$ cat src/rtl/fifo_drain_ctrl_if.sv
// Valid/ready byte stream leaving the fifo drain controller.
// Signals: m_data (payload), m_valid (source), m_ready (sink).
interface fifo_drain_ctrl_if #(
  parameter int DW = 8
);
  logic [DW-1:0] m_data;
  logic          m_valid;
  logic          m_ready;

  modport master (
    output m_data,
    output m_valid,
    input  m_ready
  );

  modport slave (
    input  m_data,
    input  m_valid,
    output m_ready
  );
endinterface

$ cat src/rtl/fifo_drain_ctrl.sv
// Reader-side fifo controller: bursts rd_en into a 3-deep skid buffer,
// forwards words on stream m; ports clk/reset/start/burst_len/fifo_*/busy/done/rd_count.
module fifo_drain_ctrl #(
  parameter int DW    = 8,
  parameter int LEN_W = 5
) (
  input  logic             clk,
  input  logic             reset,
  input  logic             start,
  input  logic [LEN_W-1:0] burst_len,
  input  logic             fifo_empty,
  input  logic [DW-1:0]    fifo_dout,
  output logic             fifo_rd_en,
  fifo_drain_ctrl_if.master m,
  output logic             busy,
  output logic             done,
  output logic [LEN_W-1:0] rd_count
);

  typedef enum logic [1:0] {
    IDLE,
    DRAIN,
    FLUSH,
    DONE
  } state_t;

  localparam logic [LEN_W-1:0] ONE = 1;

  state_t state, state_n;

  logic [LEN_W-1:0] len_q;
  logic [LEN_W-1:0] issued;
  logic [1:0]       occ;
  logic [1:0]       wp;
  logic [1:0]       rp;
  logic             inflight;
  logic [DW-1:0]    buf_q [3];

  logic       push;
  logic       pop;
  logic       more;
  logic [2:0] fill;

  assign push = inflight;
  assign pop  = m.m_valid && m.m_ready;

  assign m.m_valid = (occ != 2'd0);
  assign m.m_data  = buf_q[rp];

  // Reserve buffer space for reads already in flight.
  assign fill = {1'b0, occ} + {2'b00, inflight};
  assign more = (len_q == '0) || (issued < len_q);

  assign fifo_rd_en = (state == DRAIN)
                   && !fifo_empty
                   && (fill < 3'd3)
                   && more;

  assign busy = (state != IDLE);
  assign done = (state == DONE);

  always_comb begin
    state_n = state;
    unique case (state)
      IDLE: begin
        if (start)
          state_n = DRAIN;
      end
      DRAIN: begin
        if (len_q != '0) begin
          if (issued == len_q)
            state_n = FLUSH;
        end else if (fifo_empty && !inflight) begin
          state_n = FLUSH;
        end
      end
      FLUSH: begin
        if (occ == 2'd0 && !inflight)
          state_n = DONE;
      end
      DONE: state_n = IDLE;
      default: state_n = IDLE;
    endcase
  end

  always_ff @(posedge clk) begin
    if (reset) begin
      state    <= IDLE;
      len_q    <= '0;
      issued   <= '0;
      rd_count <= '0;
      occ      <= 2'd0;
      wp       <= 2'd0;
      rp       <= 2'd0;
      inflight <= 1'b0;
      for (int i = 0; i < 3; i++)
        buf_q[i] <= '0;
    end else begin
      state    <= state_n;
      inflight <= fifo_rd_en;

      if (state == IDLE && start) begin
        len_q    <= burst_len;
        issued   <= '0;
        rd_count <= '0;
      end else begin
        if (fifo_rd_en)
          issued <= issued + ONE;
        if (pop && rd_count != '1)
          rd_count <= rd_count + ONE;
      end

      if (push) begin
        buf_q[wp] <= fifo_dout;
        wp <= (wp == 2'd2) ? 2'd0 : wp + 2'd1;
      end

      if (pop)
        rp <= (rp == 2'd2) ? 2'd0 : rp + 2'd1;

      unique case ({push, pop})
        2'b10:   occ <= occ + 2'd1;
        2'b01:   occ <= occ - 2'd1;
        default: occ <= occ;
      endcase
    end
  end

endmodule
$ cat src/flat_wrapper.sv
// flat-port wrapper written by rule: the top's interface ports become plain ports
module fifo_drain_ctrl_flat 
#(
  parameter int DW    = 8,
  parameter int LEN_W = 5
)
  (clk, reset, start, burst_len, fifo_empty, fifo_dout, fifo_rd_en, busy, done, rd_count, m_m_data, m_m_valid, m_m_ready);
  fifo_drain_ctrl_if #(.DW(DW)) m_i ();
  input  logic clk;
  input  logic reset;
  input  logic start;
  input  logic [LEN_W-1:0] burst_len;
  input  logic fifo_empty;
  input  logic [DW-1:0] fifo_dout;
  output logic fifo_rd_en;
  output logic busy;
  output logic done;
  output logic [LEN_W-1:0] rd_count;
  output wire logic [$bits(m_i.m_data)-1:0] m_m_data;
  output wire logic [$bits(m_i.m_valid)-1:0] m_m_valid;
  input wire logic [$bits(m_i.m_ready)-1:0] m_m_ready;
  assign m_m_data = m_i.m_data;
  assign m_m_valid = m_i.m_valid;
  assign m_i.m_ready = m_m_ready;
  fifo_drain_ctrl #(.DW(DW), .LEN_W(LEN_W)) u_core (.clk(clk), .reset(reset), .start(start), .burst_len(burst_len), .fifo_empty(fifo_empty), .fifo_dout(fifo_dout), .fifo_rd_en(fifo_rd_en), .m(m_i), .busy(busy), .done(done), .rd_count(rd_count));
endmodule
$ cat config.mk
export PLATFORM = sky130hd
export DESIGN_NAME = fifo_drain_ctrl_flat
export DESIGN_NICKNAME = d
export VERILOG_FILES = /design/src/rtl/fifo_drain_ctrl_if.sv /design/src/rtl/fifo_drain_ctrl.sv /design/src/flat_wrapper.sv
export SDC_FILE = /design/constraint.sdc
export NUM_CORES = 1
export LEC_CHECK = 0
export ABC_AREA = 1
export CAP_MARGIN = 20
export CORE_ASPECT_RATIO = 0.7
export CORE_MARGIN = 1.5
export CORE_UTILIZATION = 53
export CTS_CLUSTER_SIZE = 25
export DETAILED_ROUTE_END_ITERATION = 10
export GPL_ROUTABILITY_DRIVEN = 0
export PLACE_DENSITY_LB_ADDON = 0.05
export SKIP_CTS_REPAIR_TIMING = 1
export SYNTH_ARGS = -nofsm -noshare
export SYNTH_HDL_FRONTEND = slang
export SYNTH_SLANG_ARGS = --single-unit
$ cat constraint.sdc
create_clock -name clk -period 2.25 [get_ports clk]
set_clock_uncertainty 0.15 [all_clocks]
set_input_delay 0.225 -clock clk [delete_from_list [all_inputs] [get_ports clk]]
set_output_delay 0.225 -clock clk [all_outputs]
set_load 0.01 [all_outputs]
==> metrics.txt <==
min cycle time layout 2.15 ns; Die Area between 0.005 and 0.006 mm2; Finished Layout Cells about 430; post-synthesis sequential area ratio between 50% and 60%; die width 89.1 um; worst slew pin tran roughly 0.35 ns; Synth Area per Inst approximately 9.1 um2; root buf cell clkbuf_8; Final Cycle Share 95.4%; Crit Path Category register to output port; register bit total from synthesis 58; core area between 0.004 and 0.005 mm2; mapped cell area around 0.0027 mm2; startpoint types register; synth top area cells edfxtp_1, dfxtp_1, nor2_1; Critical Path AT 1.77 ns; Netlist cell types 28; IO Count 35; Leakage 1.48 nW; utilization after layout 71.6%; DRT iter0 DRCs 117; Tot GR Track Use 22.1%; Inserted Clock Buffers 9; largest vdd supply drop 529 uV; global-route wire length before repair 9.12 mm; mux contribution to synthesized area 0%; fill count 385; WL/cell between 10 and 15 um; clk slew on worst S/H paths 0.07 ns; largest net degree at the start of global routing 17; P&R area growth vs syn 27.2%; antenna violations before repair 0; yosys warns 0; Simple-Gate Fraction of Synth Area 20.5%; Synthesized Nets about 340; Synth Area in Compound Gates 10.3%; H-tree levels 3; insertion delay to the later sink of the worst-skew pair about 0.33 ns; multi-input logic area 0.00108 mm2; n_diodes 0; Worst Path Required 1.88 ns; max-slew violations 0; RSZ-0062 raised after global routing true; Initial Utilization 56.2%; Synth top area share 35.0%; placed cells 413; Adder-Cell Fraction of Synth Area 7.28%; cell accounting for the most synthesized area edfxtp_1; post-DP HPWL 3.89 mm; DRC 0; final setup violating endpoints 0; Port Buffers 34; FF+latch area 0.00148 mm2; run status completed; setup ws final 0.104 ns; # clock sinks 58; DRT antenna net count 0; grt total ovfl 0; TritonCTS clock tree done; CTS Buffer Depth 2; Slew HR between 70 and 80%; Die Y 63.3 um; fmax 0.466 GHz; vias in the first global route 1948; drt via density 4.89; DR vias 2096; final WL 5.45 mm; maxcap violations 0; combinational family with the most area after synthesis simple AND/OR/NAND/NOR gates; DRT Pass-1 Iters 4; worst min-delay path class input port to register; CP endpoint kind output port; Max Fanout on Critical Path 3; dpl ws 0.106 ns; Rows 21; cell count after synthesis 301; XOR/XNOR Fraction of Synth Area 0.956%; Net count, final 389; power density over the cells 967 mW/mm2; share of post-route cells with drive strength above 1 12.8%; final hold vios 0
## cell type report
class | count | share of cell area (%)
Sequential cell | 58 | 42.4
Clock buffer | 10 | 3.65
Timing Repair Buffer | 47 | 12.6
Inverter | 45 | 4.97
Multi-Input combinational cell | 194 | 30.9
Tap cell | 69 | 2.47
Clock inverter | 6 | 3.01
## Yosys cell counts
cell,instances
a211oi_1,1
a21oi_1,16
buf_2,4
clkinv_1,1
dfxtp_1,26
edfxtp_1,32
ha_1,16
inv_1,41
inv_2,2
inv_6,1
nand2_1,32
nand2_2,2
nand2_4,2
nand2_8,1
nand3_1,12
nand3_2,3
nand3b_1,1
nand4_1,3
nor2_1,62
nor2_4,2
nor3_1,1
nor4_1,1
o211a_1,1
o21ai_0,24
o22ai_1,8
o31ai_1,2
or2_0,1
xor2_1,3
## flip-flops by register name, summed over array words and instances (netlist names), named ones only
register and cells:
u_core.inflight 1, u_core.buf_q 32, u_core.rp 2, u_core.len_q 5
u_core.occ 2, u_core.rd_count 5, u_core.wp 2, u_core.issued 5
u_core.state 2
## final timing paths
kind	start	to	slack, ns	cells after the start
worst max-delay path	u_core.len_q[2]	fifo_rd_en	0.10	10
worst min-delay path	fifo_dout[0]	u_core.buf_q[3][0]	0.32	1
worst max register to register	u_core.state[0]	u_core.rd_count[1]	0.46	7
worst min register to register	u_core.len_q[1]	u_core.len_q[1]	0.32	2
## report_power, final
group,switching (W),internal (W),leakage (nW)
Combinational,0.000541,0.000421,0.828
Clock,0.000400,0.000730,0.120
Sequential,0.0000726,0.00122,0.532
Total,0.00101,0.00237,1.48
## cell usage in the layout, fill, tap and decap left out, types with 3 or more instances in the layout
cell	synthesis	routed
nand3_1	12	12
buf_4	0	13
nand4_1	3	3
ha_1	16	15
nand2_1	32	31
clkbuf_8	0	9
nand3_2	3	3
xor2_1	3	3
o21ai_0	24	24
clkdlybuf4s50_1	0	33
inv_2	2	3
edfxtp_1	32	32
bufinv_16	0	3
clkinv_2	0	3
nand2_2	2	3
o22ai_1	8	8
nor2_1	62	61
a21oi_1	16	16
inv_1	41	40
dfxtp_1	26	25
## through the flow
| stage | power, W | hold slack (ns) | instance area [um2] | setup TNS (ns) |
|---|---|---|---|---|
| 2_1_floorplan | 0.00188 | 0.174 | 2750 | 0 |
| 5_1_grt | 0.00359 | 0.312 | 3500 | -0.0479 |
| 4_1_cts | 0.00339 | 0.301 | 3490 | -0.281 |
| 6_report | 0.00338 | 0.317 | 3500 | 0 |
| 3_3_place_gp | 0.00224 | 0.315 | 3250 | 0 |
| 3_5_place_dp | 0.00226 | 0.319 | 3250 | 0 |
## critical path: stages (launching register included)
cell            delay (ns)
dfxtp_1               0.36
inv_1                 0.07
ha_1                  0.29
nand2_1               0.08
nor2_2                0.11
nand2_1               0.07
nand3_1               0.08
nand2_2               0.08
nand2_2               0.08
inv_1                 0.05
dlymetal6s2s_1        0.16
## cell families (layout without fill, tap and decap cells)
kind of cell | Yosys count | after routing
AO/OA/AOI/OAI | 52 | 52
XOR/XNOR | 3 | 3
adder cells (fa/ha/maj) | 16 | 16
buffers and inverters | 49 | 108
flip-flops | 58 | 58
AND/OR/NAND/NOR | 123 | 123
## routing by layer
metal	vias up	wire [um]	GRT usage (%)
met4	0	61	6.35
met1	925	2830	33.2
li1	1109	-	-
met5	-	0	0
met3	8	364	8.65
met2	54	2200	29.5
No activity file was read; power rests on OpenSTA's default activity.
